**src/rtl/ps2_key_tracker.sv**
```systemverilog
// rtl/ps2_key_tracker.sv - PS/2 set-2 scancode parser tracking held state of mapped keys
// Emits registered press/release pulses, last completed code and a malformed/timeout error strobe.
module ps2_key_tracker #(
    parameter int                    NUM_KEYS       = 4,
    parameter logic [9*NUM_KEYS-1:0] KEY_MAP        = {9'h172, 9'h175, 9'h05A, 9'h029},
    parameter int                    TIMEOUT_CYCLES = 2_500_000
) (
    input  logic                clk,
    input  logic                reset,
    input  logic                code_valid,
    input  logic [7:0]          code_in,
    input  logic                flush,
    output logic [NUM_KEYS-1:0] key_down,
    output logic [NUM_KEYS-1:0] press_pulse,
    output logic [NUM_KEYS-1:0] release_pulse,
    output logic                any_key,
    output logic [8:0]          last_code,
    output logic                code_err
);

    localparam int CW = (TIMEOUT_CYCLES > 2) ? $clog2(TIMEOUT_CYCLES) : 1;
    localparam logic [CW-1:0] CNT_LAST = CW'(TIMEOUT_CYCLES - 2);

    localparam logic [1:0] S_IDLE    = 2'd0;
    localparam logic [1:0] S_EXT     = 2'd1;
    localparam logic [1:0] S_BRK     = 2'd2;
    localparam logic [1:0] S_EXT_BRK = 2'd3;

    logic [1:0]          r_state;
    logic [CW-1:0]       r_cnt;
    logic [NUM_KEYS-1:0] r_key_down;
    logic [NUM_KEYS-1:0] r_press;
    logic [NUM_KEYS-1:0] r_release;
    logic                r_any;
    logic [8:0]          r_last;
    logic                r_err;

    logic [1:0]          w_state_nxt;
    logic [CW-1:0]       w_cnt_nxt;
    logic                w_err;
    logic                w_done;
    logic                w_brk;
    logic [8:0]          w_code9;
    logic                w_ignored;
    logic                w_is_e0;
    logic                w_is_f0;
    logic [NUM_KEYS-1:0] w_kd_nxt;
    logic [NUM_KEYS-1:0] w_press;
    logic [NUM_KEYS-1:0] w_release;

    assign w_is_e0   = (code_in == 8'hE0);
    assign w_is_f0   = (code_in == 8'hF0);
    // Keyboard status replies and the Pause lead-in never form a make in IDLE
    assign w_ignored = (code_in == 8'hAA) || (code_in == 8'hFA) || (code_in == 8'hEE) ||
                       (code_in == 8'hFE) || (code_in == 8'h00) || (code_in == 8'hFF) ||
                       (code_in == 8'hE1);

    always_comb begin
        w_state_nxt = r_state;
        w_cnt_nxt   = r_cnt;
        w_err       = 1'b0;
        w_done      = 1'b0;
        w_brk       = 1'b0;
        w_code9     = {1'b0, code_in};
        if (code_valid) begin
            w_cnt_nxt = '0;
            case (r_state)
                S_IDLE: begin
                    if (w_is_e0)        w_state_nxt = S_EXT;
                    else if (w_is_f0)   w_state_nxt = S_BRK;
                    else if (!w_ignored) w_done     = 1'b1;
                end
                S_EXT: begin
                    if (w_is_f0) begin
                        w_state_nxt = S_EXT_BRK;
                    end else if (w_is_e0) begin
                        w_err = 1'b1;
                    end else begin
                        w_done      = 1'b1;
                        w_code9     = {1'b1, code_in};
                        w_state_nxt = S_IDLE;
                    end
                end
                S_BRK, S_EXT_BRK: begin
                    w_state_nxt = S_IDLE;
                    if (w_is_e0 || w_is_f0) begin
                        w_err = 1'b1;
                    end else begin
                        w_done  = 1'b1;
                        w_brk   = 1'b1;
                        w_code9 = {(r_state == S_EXT_BRK), code_in};
                    end
                end
                default: w_state_nxt = S_IDLE;
            endcase
        end else if (r_state != S_IDLE) begin
            if (r_cnt == CNT_LAST) begin
                w_state_nxt = S_IDLE;
                w_cnt_nxt   = '0;
                w_err       = 1'b1;
            end else begin
                w_cnt_nxt = r_cnt + 1'b1;
            end
        end
    end

    // Every map entry is compared so duplicate entries all track the same physical key
    always_comb begin
        w_kd_nxt  = r_key_down;
        w_press   = '0;
        w_release = '0;
        if (w_done) begin
            for (int i = 0; i < NUM_KEYS; i++) begin
                if (KEY_MAP[9*i +: 9] == w_code9) begin
                    if (!w_brk && !r_key_down[i]) begin
                        w_kd_nxt[i] = 1'b1;
                        w_press[i]  = 1'b1;
                    end else if (w_brk && r_key_down[i]) begin
                        w_kd_nxt[i]  = 1'b0;
                        w_release[i] = 1'b1;
                    end
                end
            end
        end
    end

    always_ff @(posedge clk or negedge reset) begin
        if (!reset) begin
            r_state    <= S_IDLE;
            r_cnt      <= '0;
            r_key_down <= '0;
            r_press    <= '0;
            r_release  <= '0;
            r_any      <= 1'b0;
            r_last     <= '0;
            r_err      <= 1'b0;
        end else if (flush) begin
            r_state    <= S_IDLE;
            r_cnt      <= '0;
            r_key_down <= '0;
            r_press    <= '0;
            r_release  <= '0;
            r_any      <= 1'b0;
            r_err      <= 1'b0;
        end else begin
            r_state    <= w_state_nxt;
            r_cnt      <= w_cnt_nxt;
            r_key_down <= w_kd_nxt;
            r_press    <= w_press;
            r_release  <= w_release;
            r_any      <= |w_kd_nxt;
            r_err      <= w_err;
            if (w_done) r_last <= w_code9;
        end
    end

    assign key_down      = r_key_down;
    assign press_pulse   = r_press;
    assign release_pulse = r_release;
    assign any_key       = r_any;
    assign last_code     = r_last;
    assign code_err      = r_err;

endmodule

```
**config.mk**
```make
export PLATFORM = sky130hd
export DESIGN_NAME = ps2_key_tracker
export DESIGN_NICKNAME = d
export VERILOG_FILES = /design/src/rtl/ps2_key_tracker.sv
export SDC_FILE = /design/constraint.sdc
export NUM_CORES = 1
export LEC_CHECK = 0
export BUFFER_PORTS_ARGS = -buffer_cell sky130_fd_sc_hd__buf_2
export CAP_MARGIN = 10
export CORE_MARGIN = 2
export CORE_UTILIZATION = 64
export CTS_BUF_LIST = sky130_fd_sc_hd__clkbuf_4
export CTS_CLUSTER_SIZE = 20
export DETAILED_ROUTE_END_ITERATION = 12
export HOLD_SLACK_MARGIN = 0.03
export PLACE_DENSITY = 0.91
export SETUP_SLACK_MARGIN = 0.2
export SLEW_MARGIN = 0
export SYNTH_ARGS = -nofsm -noshare
export SYNTH_HDL_FRONTEND = slang
export SYNTH_SLANG_ARGS = --single-unit
```
**constraint.sdc**
```tcl
create_clock -name clk -period 4 [get_ports clk]
set_input_delay 0.6 -clock clk [delete_from_list [all_inputs] [get_ports clk]]
set_output_delay 0.6 -clock clk [all_outputs]
set_load 0.02 [all_outputs]
```
# Yosys cells after proc, flatten, opt, wreduce, memory -nomap -nowiden
# Cells that the tools add are included.
[op_classes]
n_addsub = 1
bitwise_logic = 1
eq_ne = 18
muxes = 75
reduce_logical = 29
[ops]
columns = ["operator", "n"]
rows = [
  ["$mux 22", 4],
  ["$eq 8x8->1 const B", 8],
  ["$mux 1", 49],
  ["$mux 9", 4],
  ["$mux 4", 6],
  ["$add 22x1->22 const B", 1],
  ["$eq 22x22->1 const B", 1],
  ["$eq 9x9->1 const A", 2],
  ["$pmux 9 s2", 1],
  ["$mux 2", 8],
  ["$ne 5x5->1 const B", 2],
  ["$eq 6x9->1 const A", 1],
  ["$eq 7x9->1 const A", 1],
  ["$logic_and 1x1->1", 8],
  ["$logic_not 8->1", 1],
  ["$logic_or 1x1->1", 7],
  ["$pmux 2 s3", 1],
  ["$reduce_bool 3->1", 2],
  ["$logic_not 1->1", 5],
  ["$eq 2x2->1 const B", 2],
  ["$reduce_and 4->1", 1],
  ["$reduce_or 4->1", 1],
  ["$pmux 1 s3", 1],
  ["$eq 2x1->1 const B", 1],
  ["6 further kinds", 6],
]
[word_totals]
inputBits = 12
word_cells = 132
output_inout_bits = 23
register_bits = 47

# Longest topological paths before layout
# Gate-level depths: netlist of run 1.
[logic_depth]
depth_word = 15
ltp_mapped = 9
depth_no_buf = 8

# Least setup slack after synthesis of run 1
# Ideal clock, no wire load.
[synth_timing]
path_kind = "input -> register"
startpoint = "in code_in[4]"
endpoint = "reg r_last[0], in the netlist last_code[0]"
path_stages = 7
slack_ps = 1621
arrival_time_ps = 2254
path_buffers = 1
required_ps = 3875
setup_ps = 125
cell_sequence = "buf_2 -> or4_1 -> o21a_1 -> o221a_4 -> a21oi_4 -> nor2_4 -> mux2_4"
[synth_via]
elab_chain_cells = 13
elab_cells_between_ends = 28
classes_between = "8 x eq/ne; 11 x mux; 9 x reduce/logical"
[synth_lines]
columns = ["element", "line", "source"]
rows = [
  ["from (decl)", "11", "input logic [7:0] code_in,"],
  ["$eq 8x8->1", "54", "assign w_ignored = (code_in == 8'hAA) || (code_in == 8'hFA) || (code_in == 8'hEE) ||"],
  ["$logic_or 1x1->1 (3 in a row)", "54", ""],
  ["$logic_or 1x1->1 (3 in a row)", "55", "(code_in == 8'hFE) || (code_in == 8'h00) || (code_in == 8'hFF) ||"],
  ["$mux 1", "71", "else if (!w_ignored) w_done = 1'b1;"],
  ["$mux 1", "70", "else if (w_is_f0) w_state_nxt = S_BRK;"],
  ["$mux 1", "69", "if (w_is_e0) w_state_nxt = S_EXT;"],
  ["$pmux 1 s3", "67", "case (r_state)"],
  ["$mux 1", "65", "if (code_valid) begin"],
  ["$reduce_and 2->1 (no source line)", "--", ""],
  ["to (signal assigned)", "153", "if (w_done) r_last <= w_code9;"],
  ["to (decl)", "35", "logic [8:0] r_last;"],
]
# Several ways; a longest one is shown, not always the timed one.
# A chain may end at the register's enable or synchronous reset.

# Worst setup path in the final report of run 1
[layout_timing]
startpoint = "reg r_cnt[0]"
endpoint = "reg r_cnt[6]"
[layout_via]
elab_chain_cells = 5
elab_cells_between_ends = 6
classes_between = "1 x add/sub; 1 x eq/ne; 4 x mux"
[layout_lines]
columns = ["element", "line", "source"]
rows = [
  ["from (decl)", "30", "logic [CW-1:0] r_cnt;"],
  ["from (signal assigned)", "147", "r_cnt <= w_cnt_nxt;"],
  ["$add 22x1->22 or $eq 22x22->1 (tied branches)", "102, 97", ""],
  ["$mux 22 *", "97", "if (r_cnt == CNT_LAST) begin"],
  ["$mux 22 *", "96", "end else if (r_state != S_IDLE) begin"],
  ["$mux 22 *", "65", ""],
  ["$mux 22 *", "137", "end else if (flush) begin"],
]
# Every way passes the cells marked *; elsewhere a longest branch is shown, timed or not. The select of a mux whose other input is x is not followed.

==> results.yml, run 1 <==
run_status:
  run_status: "finished clean"
min_path:
  hold_path.class: "in2async"
cts:
  cts_root_buf: "sky130_fd_sc_hd__clkbuf_4"
  clkSlewWorstSetupHoldPaths_ps: 130
  clock_tree_from_tritoncts: "done"
  h-tree-depth: 2
  cts_resized: 0
  clock-sinks: 47
  clock_latency_ps: 370
  number_of_buffers_created_by_cts: 5
  cts_hold_buf: 0
  cts_buffer_depth: 2
  postCtsSetupBuffers: 0
synth:
  post_synth_xor_area_fraction: 0.0385
  synth-simple-area-share: 0.274
  synth_top_family_by_area: "simple AND/OR/NAND/NOR gates"
  synth_edf_count: 0
  postSynth.asyncResetShare: 1.00
  synth.yosys.seq_area_share: 0.470
  yosys_warnings: 0
  yosys_register_bits: 47
  synthCells: 259
  post_synth.cell_area_avg_um2: 9.65
  synthMuxAreaShare: 0.0621
  synth_ff_type: "sky130_fd_sc_hd__dfrtp_1"
  synth-adder-area-share: 0.0100
  synth_compound_gate_area_share: 0.119
  netlist_area_um2: 2500
  postSynthNetCount: 273
  synth_cell_types: 51
critical_path:
  timing.rr.start: "r_cnt[0]"
  cp_cell_sequence: "inv_1, ha_1, nor4bb_1, nand4_1, nor2_1, nand2_1, nand2_1, nor2_1"
  cp-startpoint: "r_cnt[0]"
  cp-start-kind: "flop"
  worst_path_max_delay_cell: "sky130_fd_sc_hd__nor2_1"
  critical_path_required_ps: 4250
  critPathKind: "reg2reg"
  timing.critical_path.fanout_max: 13
  worst_setup_path_end_kind: "flop"
  cp_slowest_stage_delay_ps: 650
  worst_case_reg_to_reg_path_depth: 8
  r2r_slack_ps: 1420
  worstPathArrival_ps: 2830
sta:
  tightest_pin_transition_ps: 997
  layout_worst_path_cycle_share: 0.644
  final-setup-viol-count: 0
  unrepaired_setup_endpoints_after_global_routing: "no"
  maxSlewHeadroom: 0.335
  hold_viol_final: 0
  worst_clock_skew_ps: 9.59
  min_period_ps: 2580
  totalNegativeSetupSlack_ps: 0
  achievable-frequency_ghz: 0.388
  timing.final.max_slew_violations: 0
  setup_ws_ps: 1420
die:
  initial_core_util: 0.673
  floorplan.rows: 22
  dieWidth_um: 66.5
  core-area_um2: 3720
  die_y_um: 66.5
  die_outline_area_um2: 4420
  ios: 35
layout:
  final_net_count: 303
  insertedDiodeCount: 0
  final_cell_area_um2: 2730
  final.fill_count: 278
  area_growth_pct: 9.26
  drive_gt1_frac: 0.197
placed_design:
  place_area_um2: 2680
  dp_hpwl_um: 3870
  portBuffers: 34
  place_worst_setup_slack_ps: 1470
  gp_congestion: 0.903
grt:
  first_global_vias: 1865
  grt_first_pass_wirelength_um: 9090
  total_routing_resource_utilization_after_global_routing: 0.274
  initial_antenna_violation_count: 0
  overflow: 0
  grt_start_max_net_pins: 48
pwr:
  power.density_nw_per_um2: 298
  clk_pwr_share: 0.262
  vdd_ir_drop_max_uv: 241
  p_int_w: 0.000600
  share_comb_of_total_power: 0.128
  power_switching_share: 0.262
  seqPwrFrac: 0.610
  p_leak_nw: 1.16
  netSwitchingPower_w: 0.000213
job:
  max-cap-violations: 0
route:
  detail_route.drc_violations: 0
  routedWlPerCell_um: 16.0
  violation_count_after_the_first_detailed_route_iteration: 239
  totalWireLength_um: 5420
  first_pass_iters: 5
  detailroute.via_count: 2101
  vias_per_cell: 6.22
  antenna_left: 0
[metrics by stage]
step | power, W | cells | utilization | hold WS, ps
6_report | 0.000813 | 338 | 0.735 | 391
5_1_grt | 0.000856 | 338 | 0.735 | 479
4_1_cts | 0.000819 | 338 | 0.735 | 435
3_5_place_dp | 0.000611 | 330 | 0.721 | 497
3_3_place_gp | 0.000605 | 330 | 0.721 | 495
2_1_floorplan | 0.000571 | 259 | - | 304
[layout make-up]
| class | instances | area (um2) | area share |
|---|---|---|---|
| timing repair buffer | 34 | 170 | 0.0623 |
| inverter | 4 | 15.0 | 0.00550 |
| tap | 48 | 60.1 | 0.0220 |
| sequential | 47 | 1180 | 0.431 |
| clock buffer | 6 | 45.0 | 0.0165 |
| clock inverter | 2 | 7.51 | 0.00275 |
| multi-input combinational | 197 | 1260 | 0.460 |
[critical path: cells and delay by family, from the launching register on]
kind / cells / cell delay, ps
fa+ha+maj: 1 / 180
flops: 1 / 440
buf+inv: 1 / 90
simple gates: 6 / 1740
[synthesized netlist by cell type, drive strengths merged, types with 2 or more instances]
| cell type | n | area (um2) |
|---|---|---|
| or4 | 3 | 26.3 |
| nor4bb | 2 | 20.0 |
| nand2b | 2 | 12.5 |
| nor3b | 2 | 15.0 |
| nor2 | 34 | 135 |
| or2 | 4 | 25.0 |
| inv | 4 | 15.0 |
| clkbuf | 8 | 30.0 |
| nor4 | 5 | 37.5 |
| o21a | 2 | 15.0 |
| xor2 | 9 | 78.8 |
| mux2i | 2 | 20.0 |
| and3 | 3 | 18.8 |
| nand2 | 26 | 97.6 |
| nor3 | 9 | 45.0 |
| xnor2 | 2 | 17.5 |
| a21oi | 13 | 76.3 |
| dfrtp | 47 | 1180 |
| nor4b | 5 | 43.8 |
| or3 | 7 | 43.8 |
| ha | 2 | 25.0 |
| nor2b | 3 | 18.8 |
| nand4 | 10 | 62.6 |
| nand3 | 8 | 40.0 |
| o21ai | 16 | 80.1 |
| mux2 | 9 | 135 |
| a31oi | 2 | 12.5 |
| buf | 3 | 21.3 |
[routing by layer]
metal / share of wire / track usage / up-vias
li1: - / - / 1003
met1: 0.48 / 0.411 / 1012
met2: 0.46 / 0.399 / 76
met3: 0.052 / 0.0541 / 10
met4: 0.014 / 0.0944 / 0
met5: 0 / 0 / -
[layout by cell type (no fill, tap or decap), types with 2 or more instances in the layout]
| master | n |
|---|---|
| sky130_fd_sc_hd__nor3_1 | 9 |
| sky130_fd_sc_hd__nor2_1 | 33 |
| sky130_fd_sc_hd__mux2i_1 | 2 |
| sky130_fd_sc_hd__or4_1 | 2 |
| sky130_fd_sc_hd__or2_1 | 2 |
| sky130_fd_sc_hd__or3_1 | 7 |
| sky130_fd_sc_hd__nor4_1 | 4 |
| sky130_fd_sc_hd__and3_1 | 3 |
| sky130_fd_sc_hd__xnor2_1 | 2 |
| sky130_fd_sc_hd__buf_2 | 34 |
| sky130_fd_sc_hd__nand2_1 | 26 |
| sky130_fd_sc_hd__nand3_1 | 8 |
| sky130_fd_sc_hd__dfrtp_1 | 47 |
| sky130_fd_sc_hd__nor2b_1 | 3 |
| sky130_fd_sc_hd__ha_1 | 2 |
| sky130_fd_sc_hd__nor3b_1 | 2 |
| sky130_fd_sc_hd__xor2_1 | 9 |
| sky130_fd_sc_hd__o21a_1 | 2 |
| sky130_fd_sc_hd__nor4b_1 | 5 |
| sky130_fd_sc_hd__or2_2 | 2 |
| sky130_fd_sc_hd__nand2b_1 | 2 |
| sky130_fd_sc_hd__inv_1 | 4 |
| sky130_fd_sc_hd__nor4bb_1 | 2 |
| sky130_fd_sc_hd__clkbuf_4 | 6 |
| sky130_fd_sc_hd__nand4_1 | 10 |
| sky130_fd_sc_hd__o21ai_0 | 16 |
| sky130_fd_sc_hd__clkinv_1 | 2 |
| sky130_fd_sc_hd__a21oi_1 | 12 |
| sky130_fd_sc_hd__a31oi_1 | 2 |
| sky130_fd_sc_hd__mux2_4 | 9 |
[kinds of logic after synthesis]
logic type | Yosys count
AO/OA/AOI/OAI | 45
multiplexers | 11
flip-flops | 47
AND/OR/NAND/NOR | 128
XOR/XNOR | 11
buffers and inverters | 15
adder cells (fa/ha/maj) | 2
[final timing paths]
| check | endpoint |
|---|---|
| max in group asynchronous | r_state[1] |
| min in group clk | last_code[7] |
| min reg2reg | last_code[7] |
| max reg2reg | r_cnt[6] |
| max | r_cnt[6] |
| min | last_code[2] |
[power by group through the flow]
stage	clock [W]	combinational [W]	sequential (W)
after detailed placement	0	0.000105	0.000506
after global routing	0.000244	0.000114	0.000498
after floorplan	0	0.0000503	0.000520
after CTS	0.000218	0.000105	0.000497
final	0.000213	0.000104	0.000496
after global placement	0	0.000101	0.000504
[state kept, by name, indices dropped and copies added (netlist names)]
| name | count |
|---|---|
| any_key | 1 |
| code_err | 1 |
| key_down | 4 |
| last_code | 9 |
| press_pulse | 4 |
| r_cnt | 22 |
| r_state | 2 |
| release_pulse | 4 |
No activity file was read; power rests on OpenSTA's default activity.
==> run 2, diff against run 1 <==
Settings changed: CORE_UTILIZATION 64 to 59, PLACE_DENSITY 0.91 to 0.85.
Clock period 4 ns to 2.5 ns, I/O delays scaled along.
==> run 2 against run 1 <==
Effect of this change: die area grew 8.0%; critical path depth is the same; sequential share of layout area shrank 0.98 points; cell count grew 2.4%; count of clock-buffer cells in the layout is the same; core utilization shrank 4.1 points; via count shrank 1.5%; global-route usage shrank 4.3 points; final area grew 2.3%; largest power group unchanged; clock skew grew 1.5 ps; sequential power grew 60%; combinational power grew 64%.
==> results.yml, run 2 (synthesized netlist as in run 1, its figures left out) <==
critical_path:
  critPathKind: "reg2reg"
  timing.critical_path.fanout_max: 10
  cp_slowest_stage_delay_ps: 600
  worst_setup_path_end_kind: "flop"
  critical_path_required_ps: 2800
  r2r_slack_ps: 390
  worstPathArrival_ps: 2410
  cp-start-kind: "flop"
  cp_cell_sequence: "inv_1, ha_1, nor4bb_2, nand4_1, nor2_2, buf_4, or4b_2, a21oi_1"
  worst_path_max_delay_cell: "sky130_fd_sc_hd__or4b_2"
pwr:
  p_leak_nw: 1.18
  vdd_ir_drop_max_uv: 390
  fin_total_pwr_w: 0.00132
  power.density_nw_per_um2: 472
grt:
  overflow: 0
  grt_start_max_net_pins: 19
  initial_antenna_violation_count: 0
  grt_first_pass_wirelength_um: 9030
  total_routing_resource_utilization_after_global_routing: 0.232
  first_global_vias: 1926
route:
  first_pass_iters: 4
  antenna_left: 0
  detailroute.via_count: 2070
  detail_route.drc_violations: 0
  routedWlPerCell_um: 15.4
  totalWireLength_um: 5340
  vias_per_cell: 5.98
  violation_count_after_the_first_detailed_route_iteration: 140
placed_design:
  place_area_um2: 2710
  dp_hpwl_um: 3880
  gp_congestion: 0.887
  portBuffers: 34
layout:
  mostFrequentLayoutCell: "sky130_fd_sc_hd__dfrtp_1"
  final_cell_area_um2: 2800
  drive_gt1_frac: 0.223
  area_growth_pct: 11.8
  register_name_with_the_most_flops: "r_cnt"
  largest_register_ff_count: 22
  insertedDiodeCount: 0
  layout_common_cells: "47 x sky130_fd_sc_hd__dfrtp_1, 34 x sky130_fd_sc_hd__buf_2, 32 x sky130_fd_sc_hd__nor2_1"
  final_net_count: 309
die:
  initial_core_util: 0.620
  die_y_um: 69.1
  core-area_um2: 4030
  dieWidth_um: 69.1
  ios: 35
  floorplan.rows: 23
  die_outline_area_um2: 4770
run_status:
  run_status: "finished clean"
sta:
  layout_worst_path_cycle_share: 0.844
  final-setup-viol-count: 0
  achievable-frequency_ghz: 0.474
  timing.final.max_slew_violations: 0
  worst_clock_skew_ps: 11.1
  min_period_ps: 2110
  totalNegativeSetupSlack_ps: 0
  unrepaired_setup_endpoints_after_global_routing: "no"
  hold_viol_final: 0
  maxSlewHeadroom: 0.566
  whs_ps: 328
  tightest_pin_transition_ps: 649
cts:
  clock_tree_from_tritoncts: "done"
  h-tree-depth: 2
  cts_buffer_depth: 2
  cts_root_buf: "sky130_fd_sc_hd__clkbuf_4"
  number_of_buffers_created_by_cts: 5
  clock_latency_ps: 360
  clkSlewWorstSetupHoldPaths_ps: 130
  clock-sinks: 47
min_path:
  hold_path.class: "in2reg"
job:
  max-cap-violations: 0
-- run 2: what timing repair did --
action	CTS	global route
gates resized for setup	0	2
endpoints found under the hold margin	16	0
hold buffers	1	0
endpoints found under the setup margin	0	17
buffers inserted	0	1
-- run 2: report_power, final --
| group | total, W | switching [W] | leakage [nW] | internal [W] |
|---|---|---|---|---|
| combinational | 0.000171 | 0.000103 | 0.514 | 0.0000682 |
| sequential | 0.000793 | 0.0000122 | 0.639 | 0.000781 |
| clock | 0.000354 | 0.000235 | 0.0317 | 0.000120 |
| total | 0.00132 | 0.000350 | 1.18 | 0.000969 |
-- run 2: critical path, delay by kind of cell (launching register included) --
family	cells	cell delay, ps
buf+inv	2	230
fa+ha+maj	1	210
compound gates	1	160
simple gates	4	1010
flops	1	430
-- run 2: area by class of cell --
| type | count | area [um2] |
|---|---|---|
| inverter | 4 | 15.0 |
| fill | 326 | 1230 |
| clock inverter | 2 | 12.5 |
| sequential | 47 | 1180 |
| tap | 50 | 62.6 |
| clock buffer | 6 | 45.0 |
| timing repair buffer | 40 | 218 |
| multi-input combinational | 197 | 1270 |
-- run 2: worst paths after layout --
check	start	end	cells after the start
setup reg to reg	r_cnt[0]	r_cnt[11]	8
hold / removal	code_in[1]	last_code[1]	2
setup / recovery	r_cnt[0]	r_cnt[11]	8
min in group asynchronous	reset	release_pulse[2]	2
hold reg to reg	last_code[7]	last_code[7]	1
max in group asynchronous	reset	r_state[0]	3
-- run 2: through the flow --
step           instances  utilization  setup slack (ps)
2_1_floorplan        259            -               346
3_3_place_gp         336        0.673               250
3_5_place_dp         336        0.673               206
4_1_cts              345        0.690               329
5_1_grt              346        0.694               241
6_report             346        0.694               390
-- run 2: metal layers --
layer | part of all wire | GRT usage | wire length (um) | vias to the layer above
li1 | - | - | - | 1004
met1 | 0.48 | 0.346 | 2550 | 991
met2 | 0.45 | 0.347 | 2420 | 65
met3 | 0.053 | 0.0409 | 283 | 10
met4 | 0.015 | 0.0675 | 81 | 0
met5 | 0 | 0 | 0 | -
==> run 3, diff against run 2 <==
Clock period 2.5 ns to 2.02 ns, I/O delays scaled along.
==> run 3 against run 2 <==
Effect of this change: hold slack worse by 18 ps; first-iteration DRC count is 60% higher; core utilization is 8.2 points higher; sequential share of layout area is 4.4 points lower; critical path type unchanged; critical endpoint is now r_state[1]; largest power group unchanged.
==> results.yml, run 3 (synthesized netlist as in run 1, its figures left out) <==
run_status:
  run_status: "finished clean"
sta:
  tightest_pin_transition_ps: 581
  final-setup-viol-count: 0
  timing.final.max_slew_violations: 0
  hold_viol_final: 0
  whs_ps: 310
  achievable-frequency_ghz: 0.524
  layout_worst_path_cycle_share: 0.944
  unrepaired_setup_endpoints_after_global_routing: "yes"
  worst_clock_skew_ps: 26.2
  min_period_ps: 1910
  maxSlewHeadroom: 0.613
route:
  violation_count_after_the_first_detailed_route_iteration: 224
  routedWlPerCell_um: 17.7
  totalWireLength_um: 6620
  detail_route.drc_violations: 0
  detailroute.via_count: 2346
  first_pass_iters: 6
  vias_per_cell: 6.27
  antenna_left: 0
pwr:
  p_leak_nw: 1.34
  vdd_ir_drop_max_uv: 375
  fin_total_pwr_w: 0.00179
  power.density_nw_per_um2: 572
layout:
  mostFrequentLayoutCell: "sky130_fd_sc_hd__dfrtp_1"
  layout_common_cells: "45 x sky130_fd_sc_hd__dfrtp_1, 34 x sky130_fd_sc_hd__buf_2, 30 x sky130_fd_sc_hd__buf_4"
  register_name_with_the_most_flops: "r_cnt"
  largest_register_ff_count: 22
  post-route-util: 0.775
  multiInputGateArea_um2: 1350
  stdcell_count: 374
  area_growth_pct: 25.0
  final.fill_count: 253
  drive_gt1_frac: 0.336
  final_net_count: 337
  final-seq-area_um2: 1180
  insertedDiodeCount: 0
cts:
  clkSlewWorstSetupHoldPaths_ps: 150
  clock-sinks: 47
  number_of_buffers_created_by_cts: 5
  cts_buffer_depth: 2
  cts_root_buf: "sky130_fd_sc_hd__clkbuf_4"
  h-tree-depth: 2
  clock_tree_from_tritoncts: "done"
  clock_latency_ps: 380
critical_path:
  cp_slowest_stage_delay_ps: 400
  worstPathArrival_ps: 2180
  critPathMostFrequentCell: "sky130_fd_sc_hd__nor2_1"
  r2r_slack_ps: 110
  critical_path_required_ps: 2290
  timing.critical_path.fanout_max: 6
  worst_setup_path_end_kind: "flop"
  cp-start-kind: "flop"
  cp_cell_sequence: "inv_1, ha_2, nor4bb_4, nand4_1, buf_4, nor2_4, buf_6, nor2_1, a32oi_1, nor2_1"
  worst_case_reg_to_reg_path_depth: 10
  critPathKind: "reg2reg"
  worst_path_max_delay_cell: "sky130_fd_sc_hd__dfrtp_1"
die:
  floorplan.rows: 23
  dieWidth_um: 69.1
  initial_core_util: 0.620
  die_y_um: 69.1
  ios: 35
  die_outline_area_um2: 4770
  core-area_um2: 4030
placed_design:
  gp_congestion: 0.848
  portBuffers: 34
  instance_count_after_placement_with_tap_cells_included: 362
  dp_hpwl_um: 4200
grt:
  total_routing_resource_utilization_after_global_routing: 0.261
  first_global_vias: 2143
  overflow: 0
  initial_antenna_violation_count: 0
  grt_first_pass_wirelength_um: 10100
  grt_start_max_net_pins: 48
min_path:
  timing.hold.worst_path_depth: 3
  hold_path.class: "in2reg"
job:
  max-cap-violations: 0
run 3: cell count changes in the layout (fill, tap and decap cells not counted), moves of 3 or more:
cell,previous run,this run
sky130_fd_sc_hd__o21ai_1,0,5
sky130_fd_sc_hd__buf_4,5,30
sky130_fd_sc_hd__o21ai_0,16,10
sky130_fd_sc_hd__nor2_1,32,29
sky130_fd_sc_hd__buf_6,0,3
run 3: worst paths after layout:
| check | startpoint | to |
|---|---|---|
| setup / recovery | r_cnt[0] | r_state[1] |
| hold / removal | code_in[7] | last_code[7] |
| setup reg to reg | r_cnt[0] | r_state[1] |
| hold reg to reg | key_down[1] | press_pulse[1] |
| max in group asynchronous | reset | r_state[0] |
| min in group asynchronous | reset | release_pulse[2] |
run 3: critical path, delay by kind of cell, from the launching register on:
family,cells,cell delay [ps]
AO/OA/AOI/OAI,1,230
adder cells (fa/ha/maj),1,180
AND/OR/NAND/NOR,5,650
buffers and inverters,3,360
flip-flops,1,400
run 3: power by group:
part | internal, W | leakage, nW | switching, W
clock network | 0.000255 | 0.0426 | 0.000310
logic | 0.000103 | 0.664 | 0.000138
registers | 0.000966 | 0.636 | 0.0000156
run 3: layout make-up:
class                      instances  area share
clock buffer                       5      0.0120
clock inverter                     3      0.0124
inverter                           4     0.00481
multi-input combinational        197       0.433
sequential                        47       0.377
tap                               50      0.0200
timing repair buffer              68       0.141
run 3: repair_timing:
item                                   4_1_cts  5_1_grt
endpoints found under the hold margin       26        0
buffers inserted                             2        1
gates resized for setup                     11       21
hold buffers                                 1        0
setup endpoints to repair                   21       30
pin swaps                                    6       10
run 3: stage by stage:
| stage | area (um2) | setup TNS [ps] | setup slack (ps) |
|---|---|---|---|
| 5_1_grt | 3120 | 0 | 37.4 |
| 3_5_place_dp | 2910 | -1290 | -146 |
| 2_1_floorplan | 2520 | -364 | -40.5 |
| 6_report | 3120 | 0 | 113 |
| 3_3_place_gp | 2910 | -896 | -98.8 |
| 4_1_cts | 3060 | 0 | 198 |
run 3: layer usage:
layer | vias up | track usage | share of wire
li1 | 1066 | - | -
met1 | 1117 | 0.366 | 0.42
met2 | 133 | 0.410 | 0.48
met3 | 30 | 0.0614 | 0.076
met4 | 0 | 0.0675 | 0.031
met5 | - | 0 | 0
